### src/rtl/pc_seq_pkg.sv
// Shared definitions for the program-counter sequencer: next-PC select codes
// and the default vector/size constants used as parameter defaults.
package pc_seq_pkg;

   typedef enum logic [2:0] {
      SEL_INC,
      SEL_BR,
      SEL_JMP,
      SEL_CALL,
      SEL_RET,
      SEL_TRAP
   } sel_t;

   localparam int DEF_ADDR_W    = 32;
   localparam int DEF_STEP      = 1;
   localparam int DEF_RESET_VEC = 0;
   localparam int DEF_TRAP_VEC  = 16;
   localparam int DEF_RAS_DEPTH = 4;

endpackage

### src/rtl/pc_sequencer_ras_stack.sv
// Return-address stack: circular buffer with saturating count; a push while
// full overwrites the oldest entry and raises a one-cycle overflow pulse.
module ras_stack #(
   parameter int ADDR_W    = 32,
   parameter int RAS_DEPTH = 4
) (
   input  logic              clk,
   input  logic              rst_n,
   input  logic              push,
   input  logic              pop,
   input  logic [ADDR_W-1:0] push_data,
   output logic [ADDR_W-1:0] top,
   output logic              empty,
   output logic              full,
   output logic              overflow
);

   localparam int PTR_W = $clog2(RAS_DEPTH);
   localparam int CNT_W = $clog2(RAS_DEPTH + 1);

   logic [ADDR_W-1:0] mem [RAS_DEPTH];
   logic [PTR_W-1:0]  wr_ptr;
   logic [PTR_W-1:0]  top_ptr;
   logic [CNT_W-1:0]  count;

   // Entry contents need no reset: count alone decides what is valid.
   always_ff @(posedge clk) begin
      if (push)
         mem[wr_ptr] <= push_data;
   end

   always_ff @(posedge clk or negedge rst_n) begin
      if (!rst_n) begin
         wr_ptr   <= '0;
         count    <= '0;
         overflow <= 1'b0;
      end else begin
         overflow <= push && full;
         if (push) begin
            wr_ptr <= wr_ptr + 1'b1;
            if (!full)
               count <= count + 1'b1;
         end else if (pop && !empty) begin
            wr_ptr <= wr_ptr - 1'b1;
            count  <= count - 1'b1;
         end
      end
   end

   assign top_ptr = wr_ptr - 1'b1;
   assign top     = mem[top_ptr];
   assign empty   = (count == '0);
   assign full    = (count == CNT_W'(RAS_DEPTH));

endmodule

### src/rtl/pc_sequencer.sv
// Program-counter sequencer: priority-selects the next PC (trap, stall, ret,
// call, jump, branch, increment) and keeps a return-address stack for calls.
module pc_sequencer
   import pc_seq_pkg::*;
#(
   parameter int                ADDR_W    = DEF_ADDR_W,
   parameter logic [ADDR_W-1:0] STEP      = ADDR_W'(DEF_STEP),
   parameter logic [ADDR_W-1:0] RESET_VEC = ADDR_W'(DEF_RESET_VEC),
   parameter logic [ADDR_W-1:0] TRAP_VEC  = ADDR_W'(DEF_TRAP_VEC),
   parameter int                RAS_DEPTH = DEF_RAS_DEPTH
) (
   input  logic              clk,
   input  logic              rst_n,
   input  logic              stall,
   input  logic              branch_take,
   input  logic [ADDR_W-1:0] branch_off,
   input  logic              jump,
   input  logic              call,
   input  logic [ADDR_W-1:0] jump_target,
   input  logic              ret,
   input  logic              trap,
   output logic [ADDR_W-1:0] pc,
   output logic [ADDR_W-1:0] pc_plus1,
   output logic              ras_empty,
   output logic              ras_full,
   output logic              ras_overflow,
   output logic              err_underflow
);

   sel_t              sel;
   logic              advance;
   logic              push;
   logic              pop;
   logic              underflow;
   logic [ADDR_W-1:0] pc_next;
   logic [ADDR_W-1:0] ras_top;

   assign pc_plus1 = pc + STEP;

   always_comb begin
      sel = SEL_INC;
      if (trap)             sel = SEL_TRAP;
      else if (ret)         sel = SEL_RET;
      else if (call)        sel = SEL_CALL;
      else if (jump)        sel = SEL_JMP;
      else if (branch_take) sel = SEL_BR;
   end

   // Trap overrides stall; every other request waits while stalled.
   assign advance   = trap || !stall;
   assign push      = advance && (sel == SEL_CALL);
   assign pop       = advance && (sel == SEL_RET) && !ras_empty;
   assign underflow = advance && (sel == SEL_RET) && ras_empty;

   always_comb begin
      pc_next = pc_plus1;
      case (sel)
         SEL_TRAP: pc_next = TRAP_VEC;
         SEL_RET:  pc_next = ras_empty ? TRAP_VEC : ras_top;
         SEL_CALL: pc_next = jump_target;
         SEL_JMP:  pc_next = jump_target;
         SEL_BR:   pc_next = pc + branch_off;
         default:  pc_next = pc_plus1;
      endcase
   end

   always_ff @(posedge clk or negedge rst_n) begin
      if (!rst_n) begin
         pc            <= RESET_VEC;
         err_underflow <= 1'b0;
      end else begin
         if (advance)
            pc <= pc_next;
         if (underflow)
            err_underflow <= 1'b1;
      end
   end

   ras_stack #(
      .ADDR_W    (ADDR_W),
      .RAS_DEPTH (RAS_DEPTH)
   ) u_ras (
      .clk       (clk),
      .rst_n     (rst_n),
      .push      (push),
      .pop       (pop),
      .push_data (pc_plus1),
      .top       (ras_top),
      .empty     (ras_empty),
      .full      (ras_full),
      .overflow  (ras_overflow)
   );

endmodule

### config.mk
export PLATFORM = sky130hd
export DESIGN_NAME = pc_sequencer
export DESIGN_NICKNAME = d
export VERILOG_FILES = /design/src/rtl/pc_seq_pkg.sv /design/src/rtl/pc_sequencer_ras_stack.sv /design/src/rtl/pc_sequencer.sv
export SDC_FILE = /design/constraint.sdc
export NUM_CORES = 1
export LEC_CHECK = 0
export CAP_MARGIN = 20
export CORE_AREA = 2 2 182 184
export CTS_BUF_LIST = sky130_fd_sc_hd__clkbuf_8
export DETAILED_ROUTE_END_ITERATION = 10
export DIE_AREA = 0 0 184 186
export GPL_TIMING_DRIVEN = 0
export PLACE_DENSITY = 0.54
export SLEW_MARGIN = 20
export SYNTH_ARGS = -nofsm -noshare
export SYNTH_HDL_FRONTEND = slang
export SYNTH_HIERARCHICAL = 1
export SYNTH_SLANG_ARGS = --single-unit
### constraint.sdc
create_clock -name clk -period 2.56 [get_ports clk]
set_clock_uncertainty 0.15 [all_clocks]
set_input_delay 0.512 -clock clk [delete_from_list [all_inputs] [get_ports clk]]
set_output_delay 0.512 -clock clk [all_outputs]
set_load 0.02 [all_outputs]
==> impl_metrics.yaml, run 1 <==
synthesis:
  synth_top_area_cell: "edfxtp_1"
  synth.area.top_cells: "edfxtp_1 (40%), dfrtp_1 (10%), mux4_2 (6.6%)"
  yosysWarnings: 6
  synth_cells: 813
  synth_commonest_cells: "edfxtp_1 (128), a21oi_1 (66), nand2_1 (65)"
  synth-edff-count: 128
  syn_avg_cell_area_sq_um: 11.75
  synth_top_area_share_pct: 40.24
  synth_seq_cells: 167
  syn_area_sq_um: 9553
  synth.net_count: 923
  synthFlopType: "edfxtp_1"
  synthArstFlopShare_pct: 23.35
  netlist-cell-type-count: 77
  synth.most_common_cell: "edfxtp_1"
  ys_seq_area_share_pct: 50.45
power:
  power_density_nw_per_um2: 864.1
  pwr-share-comb_pct: 55.6
  pwr-share-seq_pct: 29.0
  clkPwrFrac_pct: 15.4
  power_mw: 12.80
  p_leak_nw: 5.579
  vdd_ir_drop_max_mv: 0.3992
  power.switching_mw: 5.073
  switching_share_pct: 39.62
  p_int_mw: 7.730
setup_path:
  crit_top_cell: "nand3_4"
  cp.arrival_ps: 2470
  crit_chain: "and3_4, nand3_4, or4_4, nor2_4, nand3_4, xnor2_4, buf_6"
  required_ps: 1900
  cpLargestDelayFamily: "simple AND/OR/NAND/NOR gates"
  max_stage_delay_ps: 620
  end_kind: "output pin"
  critPathKind: "register to output pin"
  crit_path_top_delay_cell: "or4_4"
  start_kind: "register"
  worst-path-buf-inv: 1
  path_max_fanout: 4
place:
  dpl.cell_count: 1359
  gp_congestion: 0.8643
  dp_hpwl_mm: 23.72
  dp_worst_setup_slack_ps: -1457
  portBuffers: 138
cts:
  clk_path_buf_depth: 2
  path_clk_slew_ps: 100
  clkSinkCount: 167
  clk_latency_ps: 470
  cts-htree-levels: 4
  cts_tree: "done"
  cts_root_buffer: "clkbuf_8"
  cts-buffers-inserted: 17
floorplan:
  core_sq_um: 32210
  core.rowCount: 66
  ios: 140
  die_h_microns: 186
  die_area_sq_um: 34220
  start_util_pct: 29.66
  die_w_microns: 184
timing:
  min_period_ps: 3135
  fmax_mhz: 319.0
  hold_viol: 0
  finalSetupViolCount: 46
  tightestPinTransition_ps: 795.1
  slew_viol_final: 0
  rsz0062_at_grt: "yes"
  timing.final.crit_share_pct: 122.4
  tns_ps: -11790
  max-slew-margin-rel_pct: 46.99
  fin_ws_ps: -574.6
routing:
  dr.first_iter.drc_count: 697
  post_drt_wl_per_cell_microns: 23.10
  ant_nets: 0
  wl_mm: 35.60
  routed-via-count: 8518
  via_per_inst: 5.528
  first_pass_iters: 5
  drc: 0
finish:
  stdcell_count: 1541
  nets: 1230
  drive_above_1_share_pct: 41.31
  n_antenna_cell: 0
  n_fill_cell: 2904
  area_delta_synth_final_pct: 55.10
global_route:
  antenna_found_initial: 0
  gr-total-overflow: 0
  grt_pass1_wl_mm: 51.20
  grt_pass1_vias: 8423
  grt_use_total_pct: 20.44
  grt_max_degree: 40
hold_path:
  hp-class: "register to register"
run_status:
  violations: "negative setup slack"
  outcome: "complete, but fails checks"
flow_run:
  maxCapViolCount: 0
-- power groups by stage --
stage / Sequential (mW) / Clock [mW] / Combinational, mW
detailed placement: 3.86 / 0 / 5.18
CTS: 3.71 / 2.00 / 6.57
global route: 3.73 / 2.10 / 7.54
global placement: 3.86 / 0 / 5.15
finish: 3.71 / 1.97 / 7.12
floorplan: 3.89 / 0 / 3.28
-- logic make-up after synthesis --
logic type	after synthesis	share of synthesized area, %
multiplexers	35	8.029
AND/OR/NAND/NOR	220	11.74
adder cells (fa/ha/maj)	38	5.134
XOR/XNOR	55	5.043
flip-flops	167	50.45
AO/OA/AOI/OAI	237	16.06
buffers and inverters	61	3.549
-- metrics by stage --
step	util [%]	hold slack [ps]	cell area, sq um
after floorplan	-	66.41	9897
after global placement	36.60	307.8	11790
after detailed placement	36.60	303.4	11790
after CTS	43.53	325.4	14020
after global routing	46.01	334.1	14820
final	46.01	320.0	14820
-- path summary, 6_finish.rpt --
kind | startpoint | endpoint | slack, ps | depth (start not counted)
worst min register to register | err_underflow$_DFFE_PN0P_ | err_underflow$_DFFE_PN0P_ | 320 | 1
worst min-delay path | err_underflow$_DFFE_PN0P_ | err_underflow$_DFFE_PN0P_ | 320 | 1
min in group asynchronous | rst_n | pc[31]$_DFFE_PN0N_ | 420 | 2
worst max-delay path | pc[7]$_DFFE_PN0N_ | pc_plus1[31] | -570 | 7
worst max register to register | pc[0]$_DFFE_PN0N_ | pc[24]$_DFFE_PN0N_ | -390 | 11
max in group asynchronous | rst_n | pc[2]$_DFFE_PN0N_ | 1330 | 2
-- registers in the layout (all words and copies together) (netlist names) --
signal and flops:
u_ras/count 3, u_ras/overflow 1, u_ras/wr_ptr 2, err_underflow 1
u_ras/mem 128, pc 32
-- worst reg2reg max path, delay by kind of cell (launching register included) --
| family | cells | cell delay [ps] |
|---|---|---|
| AO/OA/AOI/OAI | 4 | 1020 |
| flip-flops | 1 | 440 |
| multiplexers | 1 | 220 |
| adder cells (fa/ha/maj) | 2 | 530 |
| buffers and inverters | 1 | 140 |
| AND/OR/NAND/NOR | 3 | 330 |
-- cell usage in the layout (no fill, tap or decap), types with 10 or more instances in the layout --
cell type        count
edfxtp_1           128
buf_4              120
clkdlybuf4s50_1    100
buf_6               66
nand2_1             55
a21oi_1             53
nor2_1              44
o21ai_0             34
mux4_2              28
dfrtp_2             25
clkbuf_8            20
ha_1                20
nand4_1             17
xnor2_4             17
a221oi_1            16
inv_1               15
ha_4                15
dfrtp_1             14
clkbuf_1            12
a21o_1              11
xnor2_1             11
clkbuf_2            10
o21ai_1             10
o22ai_1             10
-- timing repair --
| action | CTS | global route |
|---|---|---|
| endpoints found under the hold margin | 39 | 0 |
| resized for setup | 362 | 119 |
| setup buffers | 99 | 60 |
| pin swaps | 88 | 82 |
| hold buffers | 1 | 0 |
| setup endpoints to repair | 222 | 185 |
-- area by class of cell --
type                    instances  area [sq um]  area share [%]
plain buffers                  40         345.3           2.331
clock buffers                  17         234.0           1.579
clock inverters                15         162.7           1.098
repair buffers                293          2731           18.43
flip-flops and latches        167          4851           32.74
inverters                      16         62.56          0.4222
multi-input cells             585          5919           39.95
well taps                     408         510.5           3.445
-- per-layer routing --
layer	share of wire (%)	global-route usage, %	wire length [microns]
met3	5.9	3.717	2097
met5	0	0	0
met2	50	34.75	17790
met1	42	26.57	15100
met4	1.7	6.240	615
Power figures use the tool's default switching activity.
==> run 2, diff against run 1 <==
--- a/config.mk
+++ b/config.mk
@@ -8,6 +8,7 @@
 export CAP_MARGIN = 20
 export CORE_AREA = 2 2 182 184
 export CTS_BUF_LIST = sky130_fd_sc_hd__clkbuf_8
+export CTS_CLUSTER_SIZE = 16
 export DETAILED_ROUTE_END_ITERATION = 10
 export DIE_AREA = 0 0 184 186
 export GPL_TIMING_DRIVEN = 0
==> results of run 2 <==
No change in the layout: final DEF, timing and power equal those of run 1.
==> run 3, diff against run 2 <==
--- a/config.mk
+++ b/config.mk
@@ -6,15 +6,14 @@
 export NUM_CORES = 1
 export LEC_CHECK = 0
 export CAP_MARGIN = 20
-export CORE_AREA = 2 2 182 184
+export CORE_AREA = 2 2 181 183
 export CTS_BUF_LIST = sky130_fd_sc_hd__clkbuf_8
 export CTS_CLUSTER_SIZE = 16
 export DETAILED_ROUTE_END_ITERATION = 10
-export DIE_AREA = 0 0 184 186
+export DIE_AREA = 0 0 183 185
 export GPL_TIMING_DRIVEN = 0
 export PLACE_DENSITY = 0.54
 export SLEW_MARGIN = 20
 export SYNTH_ARGS = -nofsm -noshare
 export SYNTH_HDL_FRONTEND = slang
-export SYNTH_HIERARCHICAL = 1
 export SYNTH_SLANG_ARGS = --single-unit
==> run 3 against run 2 <==
Compared with the run above:
- the flow still finishes with violations (negative setup slack)
- register-to-register slack worse by 290 ps
- critical path depth is 3 higher
- combinational power hardly changed
- largest cell class unchanged
- largest power group unchanged
==> impl_metrics.yaml, run 3 <==
floorplan:
  die_area_sq_um: 33860
  die_h_microns: 185
  start_util_pct: 29.48
  ios: 140
  die_w_microns: 183
  core.rowCount: 66
  core_sq_um: 32040
setup_path:
  max_stage_delay_ps: 390
  r2r_cells: 12
  r2r-start: "pc[0]$_DFFE_PN0N_"
  required_ps: 1900
  crit_start: "pc[3]$_DFFE_PN0N_"
  path_max_fanout: 3
  crit_top_cell: "buf_6"
  r2r_slack_ps: -680
  end_kind: "output pin"
  start_kind: "register"
  cp.arrival_ps: 2620
  crit_chain: "buf_6, nand4_1, buf_4, nor2_4, nand3_4, buf_6, nor2_4, nand4_1, xnor2_4, buf_6"
  r2r_end: "pc[26]$_DFFE_PN0N_"
  critPathKind: "register to output pin"
  crit_path_top_delay_cell: "dfrtp_2"
synthesis:
  synth-edff-count: 128
  yosysWarnings: 0
  netlist-cell-type-count: 79
  synthFlopType: "edfxtp_1"
  synth_seq_cells: 167
  synth.most_common_cell: "edfxtp_1"
  syn_area_sq_um: 9445
  ys_seq_area_share_pct: 51.03
  synth_top_area_cell: "edfxtp_1"
  syn_avg_cell_area_sq_um: 11.91
  synthArstFlopShare_pct: 23.35
  synth_top_area_share_pct: 40.69
  synth_cells: 793
  synth.area.top_cells: "edfxtp_1 (41%), dfrtp_1 (10%), mux4_2 (7.6%)"
  synth.net_count: 903
  synth_commonest_cells: "edfxtp_1 (128), a21oi_1 (61), nand2_1 (52)"
run_status:
  violations: "negative setup slack"
  outcome: "complete, but fails checks"
global_route:
  antenna_found_initial: 0
  gr-total-overflow: 0
  grt_pass1_vias: 8029
  grt_use_total_pct: 20.70
  grt_pass1_wl_mm: 51.53
  grt_max_degree: 33
place:
  portBuffers: 138
  gp_congestion: 0.8911
  dp_hpwl_mm: 24.16
routing:
  wl_mm: 35.83
  dr_wl_met2_mm: 17.30
  first_pass_iters: 6
  m1WireLength_mm: 15.27
  dr.first_iter.drc_count: 763
  drc: 0
  ant_nets: 0
  routed-via-count: 8330
  post_drt_wl_per_cell_microns: 23.48
  via_per_inst: 5.459
  top_layer_used: "met4"
  wl_met3_mm: 2.042
hold_path:
  hp-start: "err_underflow$_DFFE_PN0P_"
  min_to: "err_underflow$_DFFE_PN0P_"
  hp-class: "register to register"
  min_path_cells: 1
timing:
  fmax_mhz: 304.8
  finalSetupViolCount: 58
  tns_ps: -24640
  hold_viol: 0
  rsz0062_at_grt: "yes"
  slew_viol_final: 0
  fin_ws_ps: -720.7
  max-slew-margin-rel_pct: 52.38
  tightestPinTransition_ps: 714.4
  min_period_ps: 3281
  timing.final.crit_share_pct: 128.2
finish:
  layout_common_cells: "buf_4 (134), edfxtp_1 (128), clkdlybuf4s50_1 (102)"
  n_antenna_cell: 0
  largest_register_ffs: 128
  drive_above_1_share_pct: 42.58
  top_register: "u_ras.mem"
  fin_util_pct: 45.83
  reg_top3: "u_ras.mem x128, pc x32, u_ras.count x3"
  area_delta_synth_final_pct: 55.45
  nets: 1215
  layout_commonest_cell: "buf_4"
cts:
  cts-buffers-inserted: 17
  clk_latency_ps: 480
  clk_path_buf_depth: 2
  path_clk_slew_ps: 110
  cts-htree-levels: 4
  clkSinkCount: 167
  cts_root_buffer: "clkbuf_8"
  cts_tree: "done"
power:
  p_leak_nw: 5.574
  vdd_ir_drop_max_mv: 0.4259
  power_density_nw_per_um2: 870.3
flow_run:
  maxCapViolCount: 0
==> run 3: worst max-delay path, delay by kind of cell (launching register included) <==
kind	cells	cell delay, ps
AND/OR/NAND/NOR	5	810
buffers and inverters	4	620
flip-flops	1	390
XOR/XNOR	1	320
==> run 3: cell type report <==
type / instances / area [sq um]
Buffer: 40 / 354.1
Clock inverter: 15 / 155.1
Timing Repair Buffer: 296 / 2716
Tap cell: 408 / 510.5
Inverter: 17 / 66.31
Clock buffer: 17 / 234.0
Multi-Input combinational cell: 566 / 5797
Sequential cell: 167 / 4850
Fill cell: 2854 / 17360
==> run 3: kinds of logic after synthesis <==
family          after synthesis  share of synthesized area [%]
compound gates              237                          17.00
simple gates                203                          10.90
flops                       167                          51.03
buf+inv                      60                          3.007
xor+xnor                     53                          4.915
fa+ha+maj                    38                          5.193
mux                          35                          7.961
==> run 3: where the power goes <==
group / internal [mW] / leakage (nW) / switching (mW) / total, mW
registers: 3.34 / 1.62 / 0.360 / 3.70
logic: 3.52 / 3.75 / 3.62 / 7.15
clock network: 0.734 / 0.204 / 1.20 / 1.93
==> run 3: what timing repair did <==
item	4_1_cts	5_1_grt
endpoints found under the setup margin	237	70
hold buffers	1	0
buffers inserted	106	59
gates cloned	1	0
endpoints found under the hold margin	16	0
gates resized for setup	340	118
pin swaps	71	79
==> run 3: worst max-delay path by stage <==
| stage | to | slack, ps | cells past startpoint |
|---|---|---|---|
| final | pc_plus1[30] | -720 | 10 |
| after CTS | pc_plus1[5] | -730 | 5 |
| after floorplan | pc[26]$_DFFE_PN0N_ | -210 | 10 |
| after detailed placement | pc_plus1[26] | -1230 | 7 |
| after global placement | pc_plus1[26] | -1230 | 7 |
| after global routing | pc_plus1[30] | -880 | 10 |
==> run 3: layer usage <==
metal  GRT usage, %  vias up
li1               -     3718
met1          27.61     4203
met2          34.50      334
met3          2.792       75
met4          7.680        0
met5              0        -
==> run 3: stage by stage <==
step / instance area (sq um) / power [mW] / hold WS [ps] / setup WS [ps] / instances
after floorplan: 9776 / 6.960 / 66.41 / -212.0 / 793
after global placement: 11670 / 8.860 / 310.3 / -1232 / 1339
after detailed placement: 11680 / 8.867 / 311.9 / -1231 / 1340
after CTS: 13860 / 12.20 / 341.7 / -731.7 / 1474
after global routing: 14680 / 13.39 / 364.5 / -880.0 / 1526
final: 14680 / 12.78 / 341.8 / -720.7 / 1526
